File: src/rtl/x448_pkg.sv
// Shared definitions for the X448 scalar path: frame geometry, field prime,
// loader state encoding and the RFC 7748 scalar clamp.
package x448_pkg;

  localparam int NBYTES = 56;
  localparam int W      = 8 * NBYTES;
  localparam int CW     = $clog2(NBYTES);

  // p = 2^448 - 2^224 - 1
  localparam logic [W-1:0] P448 = {{223{1'b1}}, 1'b0, {224{1'b1}}};

  typedef enum logic [1:0] {
    FILL    = 2'd0,
    HOLD    = 2'd1,
    DISCARD = 2'd2
  } ld_state_e;

  // Clear the two cofactor bits and force the top bit.
  function automatic logic [W-1:0] x448_clamp(input logic [W-1:0] k);
    logic [W-1:0] r;
    r        = k;
    r[1:0]   = 2'b00;
    r[W-1]   = 1'b1;
    return r;
  endfunction

endpackage

File: src/rtl/x448_scalar_loader.sv
// X448 scalar loader: collects a 56-byte little-endian scalar from a byte
// stream, optionally clamps it and offers it to the scalarmult engine over a
// valid/ready request handshake. Malformed frames are dropped and flagged.
// Build option: define X448_SCALAR_CLAMP_EN to clamp K as the frame completes;
// otherwise K carries the raw bytes.
module x448_scalar_loader
  import x448_pkg::*;
(
  input  logic         clk,
  input  logic         rst,
  input  logic [7:0]   in_data,
  input  logic         in_valid,
  input  logic         in_last,
  output logic         in_ready,
  output logic [W-1:0] K,
  output logic         req_valid,
  input  logic         req_ready,
  output logic         frame_err,
  output logic         busy
);

  ld_state_e       r_state;
  logic [CW-1:0]   r_count;
  logic [W-1:0]    r_k;
  logic            r_req_valid;
  logic            r_frame_err;
  logic            r_in_ready;
  logic            r_busy;

  logic            w_byte_acc;
  logic            w_at_end;
  logic [W-1:0]    w_k_ins;
  logic [W-1:0]    w_k_fin;

  assign w_byte_acc = in_valid & r_in_ready;
  assign w_at_end   = (r_count == CW'(NBYTES - 1));

  // Current K with the incoming byte dropped into its slot.
  always_comb begin
    w_k_ins                  = r_k;
    w_k_ins[8*r_count +: 8]  = in_data;
  end

`ifdef X448_SCALAR_CLAMP_EN
  assign w_k_fin = x448_clamp(w_k_ins);
`else
  assign w_k_fin = w_k_ins;
`endif

  // Loader FSM; in_ready and busy are registered from the next state so
  // every output is a flop.
  always_ff @(posedge clk) begin
    if (rst) begin
      r_state     <= FILL;
      r_count     <= '0;
      r_k         <= '0;
      r_req_valid <= 1'b0;
      r_frame_err <= 1'b0;
      r_in_ready  <= 1'b0;
      r_busy      <= 1'b0;
    end else begin
      r_frame_err <= 1'b0;
      unique case (r_state)
        FILL: begin
          r_in_ready <= 1'b1;
          if (w_byte_acc) begin
            if (in_last && !w_at_end) begin
              // Short frame: drop the partial scalar.
              r_k         <= w_k_ins;
              r_frame_err <= 1'b1;
              r_count     <= '0;
              r_busy      <= 1'b0;
            end else if (in_last) begin
              // Complete frame: latch final K and hand it to the engine.
              r_k         <= w_k_fin;
              r_state     <= HOLD;
              r_req_valid <= 1'b1;
              r_in_ready  <= 1'b0;
              r_busy      <= 1'b1;
            end else if (w_at_end) begin
              // Long frame: flag once, swallow the rest up to in_last.
              r_k         <= w_k_ins;
              r_frame_err <= 1'b1;
              r_state     <= DISCARD;
              r_count     <= '0;
              r_busy      <= 1'b1;
            end else begin
              r_k         <= w_k_ins;
              r_count     <= r_count + CW'(1);
              r_busy      <= 1'b1;
            end
          end
        end
        HOLD: begin
          if (req_ready) begin
            r_req_valid <= 1'b0;
            r_count     <= '0;
            r_state     <= FILL;
            r_in_ready  <= 1'b1;
            r_busy      <= 1'b0;
          end
        end
        DISCARD: begin
          r_in_ready <= 1'b1;
          if (w_byte_acc && in_last) begin
            r_state <= FILL;
            r_count <= '0;
            r_busy  <= 1'b0;
          end
        end
        default: begin
          r_state     <= FILL;
          r_count     <= '0;
          r_req_valid <= 1'b0;
          r_in_ready  <= 1'b1;
          r_busy      <= 1'b0;
        end
      endcase
    end
  end

  assign in_ready  = r_in_ready;
  assign K         = r_k;
  assign req_valid = r_req_valid;
  assign frame_err = r_frame_err;
  assign busy      = r_busy;

endmodule

File: config.mk
export PLATFORM = sky130hd
export DESIGN_NAME = x448_scalar_loader
export DESIGN_NICKNAME = d
export VERILOG_FILES = /design/src/rtl/x448_pkg.sv /design/src/rtl/x448_scalar_loader.sv
export SDC_FILE = /design/constraint.sdc
export NUM_CORES = 1
export LEC_CHECK = 0
export ABC_AREA = 1
export BUFFER_PORTS_ARGS = -buffer_cell sky130_fd_sc_hd__buf_2
export CAP_MARGIN = 20
export CORE_MARGIN = 2
export CORE_UTILIZATION = 54
export DETAILED_ROUTE_END_ITERATION = 7
export PLACE_DENSITY = 0.88
export SLEW_MARGIN = 10
export SYNTH_ARGS = -nofsm -noshare
export SYNTH_HDL_FRONTEND = slang
export SYNTH_SLANG_ARGS = --single-unit
File: constraint.sdc
create_clock -name clk -period 3.21 [get_ports clk]
set_clock_uncertainty 0.15 [all_clocks]
set_input_delay 0.1605 -clock clk [delete_from_list [all_inputs] [get_ports clk]]
set_output_delay 0.1605 -clock clk [all_outputs]
set_load 0.02 [all_outputs]
# Yosys cells after proc, flatten, opt, wreduce, memory -nomap -nowiden
# Index checks and enable logic that the tools add are counted.
# Widths: inputs -> output; s select.
# totals
register_bits	460
inputBits	13
elab_cells	67
# classes
addsub	2
eq_ne	10
shifts	2
mux	32
bitwise_logic	4
reduce_logical	10
# op_table
op	count
$bwmux 448	1
$shift 8x34->448 const A	1
$shiftx 8x34->448	1
$mux 6	6
$neg 9->34	1
$pmux 6 s3	1
$mux 1	14
$mux 2	6
$ne 2x2->1 const B	5
$reduce_and 5->1	2
$add 6x1->6 const B	1
$eq 6x6->1 const B	1
$ne 3x3->1 const B	2
$pmux 1 s3	2
$pmux 2 s3	1
$reduce_and 4->1	1
$not 1->1	3
$reduce_and 3->1	1
$reduce_or 3->1	1
$eq 2x1->1 const B	1
$eq 2x2->1 const B	1
$logic_and 1x1->1	2
$logic_not 2->1	1
$pmux 1 s2	1
other kinds (3)	3

# Logic depth before layout (Yosys ltp)
# depth
ltp_word	6
ltp_mapped	16

# Worst setup path after synthesis
# Ideal clock, no wire load.
# synth_path
path_kind	register -> register
from	register r_count[0]
to	register r_k[133], in the netlist K[133]
setup_ns	0.116
t_arrival_ns	2.353
t_required_ns	2.944
slack_ns	0.591
stages_incl_launch_ff	14
path_buffers	2
synth_period_minus_slack_ns	2.619
path_cell_list	dfxtp_1 > inv_2 > buf_1 > ha_1 > inv_1 > nor2_1 > nor2_1 > inv_2 > nand2_1 > nor2_4 > nand4_1 > clkbuf_1 > o21ai_0 > nor2_1
# synth_via
elab_chain_cells	3
elab_cells_between_ends	4
classes_between	add/sub (1); shift (2); mux (1)
# synth_rtl
element	line	rtl
from (decl)	x448_scalar_loader.sv:23	logic [CW-1:0] r_count;
from (signal assigned)	x448_scalar_loader.sv:89	r_count <= r_count + CW'(1);
$neg 9->34 *	x448_scalar_loader.sv:41	w_k_ins[8*r_count +: 8] = in_data;
$shiftx 8x34->448 or $shift 8x34->448 (tied branches)	x448_scalar_loader.sv:41	
$bwmux 448 *	x448_scalar_loader.sv:41	
to (signal assigned)	x448_scalar_loader.sv:69	r_k <= w_k_ins;
to (signal assigned)	x448_scalar_loader.sv:75	r_k <= w_k_fin;
to (signal assigned)	x448_scalar_loader.sv:82	r_k <= w_k_ins;
to (decl)	x448_scalar_loader.sv:24	logic [W-1:0] r_k;
# Mark *: on every way between the ends. The rest lies on a longest branch, timed or not.
# A chain may end at the register's enable or synchronous reset.

# Worst setup path in the final report
# layout_path
from	register r_count[0]
to	register r_k[182], in the netlist K[182]
# Same word-level chain as after synthesis.

==> impl_metrics.py <==
metrics = {
    "logic_synthesis": {
        "synthesis.yosys.warnings": 0,
        "count_of_state_elements_after_synthesis": 460,
        "mappedNetlistNets": 2983,
        "yosys.cell_count.top_type": "sky130_fd_sc_hd__nor2_1",
        "synthesis.area_per_instance_sq_um": 6.768,
        "synthFlopType": "sky130_fd_sc_hd__dfxtp_1",
        "synthDistinctLibCells": 31,
        "fraction_of_registers_with_async_set_reset": 0,
        "post_synth_edffs": 0,
        "synth_top_cell_area_share": 0.4591,
        "synth-seq-area-share": 0.4591,
        "syn_area_sq_mm": 0.02006,
        "postSynthCellCount": 2964,
        "synth_top_cells_by_count": "855 x sky130_fd_sc_hd__nor2_1, 509 x sky130_fd_sc_hd__nand2_1, 460 x sky130_fd_sc_hd__dfxtp_1, 210 x sky130_fd_sc_hd__o21ai_0, 208 x sky130_fd_sc_hd__inv_1",
        "synth.top_cells.by_area": "sky130_fd_sc_hd__dfxtp_1 46%, sky130_fd_sc_hd__nor2_1 16%, sky130_fd_sc_hd__nand2_1 9.5%",
        "synth_top_area_cell": "sky130_fd_sc_hd__dfxtp_1",
    },
    "drt": {
        "post_drt_via_cell_ratio": 5.560,
        "finalWirelength_um": 69770,
        "antenna_violating_nets_post_route": 0,
        "detail_route.drc_violations": 0,
        "drt-initial-drc-count": 2192,
        "avgRoutedWirePerCell_um": 17.94,
        "dr_total_vias": 21630,
        "drt-pass1-iter-count": 7,
    },
    "outcome": {
        "status": "finished, final reports clean",
    },
    "setup_path": {
        "cp_top_family": "simple AND/OR/NAND/NOR gates",
        "cp.buffers_inverters": 3,
        "start_kind": "flip-flop",
        "timing.critical_path.slowest_stage_cell": "sky130_fd_sc_hd__nor2_4",
        "worst_ep_required_time_ns": 3.57,
        "end_kind": "flip-flop",
        "path_cells": "inv_2 > ha_1 > nor2_1 > nor2_4 > inv_2 > buf_4 > nand4_2 > nor2_4 > nand2_1 > nand2_1 > nand2_1 > nor2_1",
        "critPathArrivalTime_ns": 3.35,
        "critical-path-max-stage-delay_ns": 0.41,
        "path_max_fanout": 18,
        "worst_path_most_repeated_cell": "sky130_fd_sc_hd__nand2_1",
        "path_class": "reg -> reg",
    },
    "die": {
        "die-area_sq_mm": 0.03871,
        "dieWidth_um": 196.7,
        "initial_utilization": 0.5479,
        "top_level_ports": 465,
        "die_height_um": 196.7,
        "rows": 70,
        "placeableCoreArea_sq_mm": 0.03661,
    },
    "power": {
        "share_clk_of_total_power": 0.448,
        "power.total_mw": 12.72,
        "power.share.sequential": 0.451,
        "vdd_ir_drop_max_mv": 0.4194,
        "net-switching-power_mw": 3.370,
        "p_comb_frac": 0.101,
        "power_per_cell_area_mw_per_mm2": 516.5,
        "power_report.internal_total_mw": 9.351,
        "p_sw_frac": 0.2649,
        "leakagePower_nw": 11.98,
    },
    "clocking": {
        "worst_setup_hold_path_clk_slew_ns": 0.06,
        "clock_insertion_delay_worst_skew_ns": 0.58,
        "tritoncts_clock_tree": "done",
        "cts_inserted_buffers": 47,
        "cts.htree.levels": 2,
        "cts.sink_count": 460,
        "clk_path_buf_depth": 3,
        "clk_root_buffer_cell": "sky130_fd_sc_hd__clkbuf_16",
    },
    "sta": {
        "finalCritPeriodShare": 0.9334,
        "finalHoldViolCount": 0,
        "grt_setup_unrepaired": "yes",
        "timing.fmax_mhz": 333.8,
        "totalNegativeSetupSlack_ns": 0,
        "worst-slew-pin-transition_ns": 0.6925,
        "slew_viol_final": 0,
        "final_period_minus_worst_setup_slack_ns": 2.996,
        "slew-limit-headroom": 0.5348,
        "finish_stage_setup_viols": 0,
    },
    "place": {
        "place.gp.congestion": 0.9459,
        "numPortBuffers": 464,
        "place.detailed.hpwl_um": 48660,
    },
    "global_routing": {
        "globalRouteOverflowTotal": 0,
        "antenna_found_initial": 0,
        "grtUsageTotal": 0.3494,
        "number_of_global_route_vias_before_repair": 19300,
        "grt_pass1_wl_um": 106700,
        "grt_start_max_net_pins": 126,
    },
    "worst_hold_path": {
        "timing.hold.worst.class": "reg -> reg",
    },
    "finish": {
        "area_growth_pct": 22.77,
        "ff_latch_area_sq_mm": 0.009209,
        "area_used_by_multi_input_combinational_logic_sq_mm": 0.009270,
        "nFillCells": 3119,
        "layout-drive-gt1-share": 0.2040,
        "nets": 3404,
        "diodes": 0,
    },
    "flow_run": {
        "cap_violations": 0,
    },
}
==> kinds of logic after synthesis <==
family | count (synthesis) | synth area share
and+or+nand+nor | 1795 | 0.3816
DFF | 460 | 0.4591
buffers and inverters | 410 | 0.08133
AOI/OAI and AO/OA | 292 | 0.07385
adders and majority gates | 6 | 0.003742
xor gates and xnor gates | 1 | 0.0004367
==> worst reg2reg max path: stages, from the launching register on <==
cell and delay [ns]:
sky130_fd_sc_hd__dfxtp_1 0.38, sky130_fd_sc_hd__inv_2 0.08, sky130_fd_sc_hd__ha_1 0.25, sky130_fd_sc_hd__nor2_1 0.24, sky130_fd_sc_hd__nor2_4 0.13, sky130_fd_sc_hd__inv_2 0.18, sky130_fd_sc_hd__buf_4 0.20, sky130_fd_sc_hd__nand4_2 0.20
sky130_fd_sc_hd__nor2_4 0.41, sky130_fd_sc_hd__nand2_1 0.40, sky130_fd_sc_hd__nand2_1 0.16, sky130_fd_sc_hd__nand2_1 0.06, sky130_fd_sc_hd__nor2_1 0.10
==> final timing paths <==
check	slack, ns	to	cells after the start	startpoint
max reg2reg	0.21	K[182]	12	r_count[0]
min	0.32	K[205]	2	K[205]
max	0.21	K[182]	12	r_count[0]
min reg2reg	0.32	K[205]	2	K[205]
==> layer usage <==
layer / global-route usage / wire length, um / vias up
li1: - / - / 10300
met1: 0.4566 / 27920 / 9710
met2: 0.5361 / 30330 / 1341
met3: 0.08231 / 7531 / 279
met4: 0.1894 / 3997 / 0
met5: 0 / 0 / -
==> state kept, by name, summed over array words and instances, names as in the netlist <==
signal     cells
K            448
r_count        6
r_state        2
busy           1
frame_err      1
in_ready       1
req_valid      1
==> cell type report <==
cell class / count / share of cell area
Clock inverter: 21 / 0.01235
Clock buffer: 65 / 0.05213
Sequential cell: 460 / 0.3739
Inverter: 226 / 0.03506
Tap cell: 468 / 0.02378
Timing Repair Buffer: 556 / 0.1264
Multi-Input combinational cell: 2094 / 0.3764
==> stage by stage <==
stage          area [sq um]  hold slack, ns  std cells  setup slack [ns]  utilization
5_1_grt               24630          0.3231       3890          -0.01248       0.6727
4_1_cts               24600          0.3168       3889            0.1768       0.6720
3_3_place_gp          22880          0.2962       3790            0.2901       0.6251
6_report              24630          0.3198       3890            0.2139       0.6727
3_5_place_dp          22880          0.3024       3790            0.1955       0.6251
2_1_floorplan         20060          0.1727       2964            0.5910            -
==> power by group through the flow <==
| stage | clock network (mW) | registers (mW) | logic [mW] |
|---|---|---|---|
| CTS | 5.75 | 5.73 | 1.24 |
| detailed placement | 0 | 5.86 | 1.22 |
| global route | 5.96 | 5.73 | 1.37 |
| floorplan | 0 | 5.87 | 0.856 |
| finish | 5.70 | 5.73 | 1.28 |
| global placement | 0 | 5.86 | 1.22 |
==> cells in the final DEF (no fill, tap or decap), types with 2 or more instances in the layout <==
| cell | synthesis | routed |
|---|---|---|
| sky130_fd_sc_hd__ha_1 | 6 | 5 |
| sky130_fd_sc_hd__nand4_1 | 126 | 126 |
| sky130_fd_sc_hd__buf_2 | 59 | 464 |
| sky130_fd_sc_hd__clkbuf_1 | 91 | 14 |
| sky130_fd_sc_hd__a211oi_1 | 8 | 8 |
| sky130_fd_sc_hd__inv_6 | 0 | 3 |
| sky130_fd_sc_hd__a21oi_1 | 70 | 70 |
| sky130_fd_sc_hd__nand2_4 | 0 | 2 |
| sky130_fd_sc_hd__nand2_1 | 509 | 507 |
| sky130_fd_sc_hd__clkinv_2 | 0 | 9 |
| sky130_fd_sc_hd__buf_12 | 0 | 5 |
| sky130_fd_sc_hd__nor2_4 | 7 | 11 |
| sky130_fd_sc_hd__dlygate4sd3_1 | 0 | 13 |
| sky130_fd_sc_hd__clkbuf_8 | 0 | 4 |
| sky130_fd_sc_hd__buf_4 | 4 | 73 |
| sky130_fd_sc_hd__bufinv_16 | 0 | 7 |
| sky130_fd_sc_hd__inv_2 | 17 | 16 |
| sky130_fd_sc_hd__o21ai_0 | 210 | 210 |
| sky130_fd_sc_hd__nand4_2 | 6 | 6 |
| sky130_fd_sc_hd__o21ai_1 | 4 | 4 |
| sky130_fd_sc_hd__nand2_2 | 3 | 3 |
| sky130_fd_sc_hd__inv_1 | 208 | 206 |
| sky130_fd_sc_hd__inv_8 | 0 | 2 |
| sky130_fd_sc_hd__or2_2 | 2 | 2 |
| sky130_fd_sc_hd__nor2_2 | 29 | 30 |
| sky130_fd_sc_hd__nand3_2 | 5 | 5 |
| sky130_fd_sc_hd__nor2_1 | 855 | 850 |
| sky130_fd_sc_hd__nand3_1 | 138 | 138 |
| sky130_fd_sc_hd__nor4_1 | 18 | 18 |
| sky130_fd_sc_hd__nor3_1 | 90 | 90 |
| sky130_fd_sc_hd__clkbuf_16 | 0 | 47 |
| sky130_fd_sc_hd__dfxtp_1 | 460 | 460 |
| sky130_fd_sc_hd__nand3b_1 | 4 | 4 |
| sky130_fd_sc_hd__clkinvlp_4 | 0 | 2 |
==> timing repair <==
| action | in CTS | in global routing |
|---|---|---|
| hold buffers | 13 | 0 |
| endpoints found under the hold margin | 50 | 0 |
| setup buffers | 0 | 1 |
| resized for setup | 0 | 5 |
| setup endpoints to repair | 0 | 30 |
Note: power is estimated with default switching activity, not from simulation.
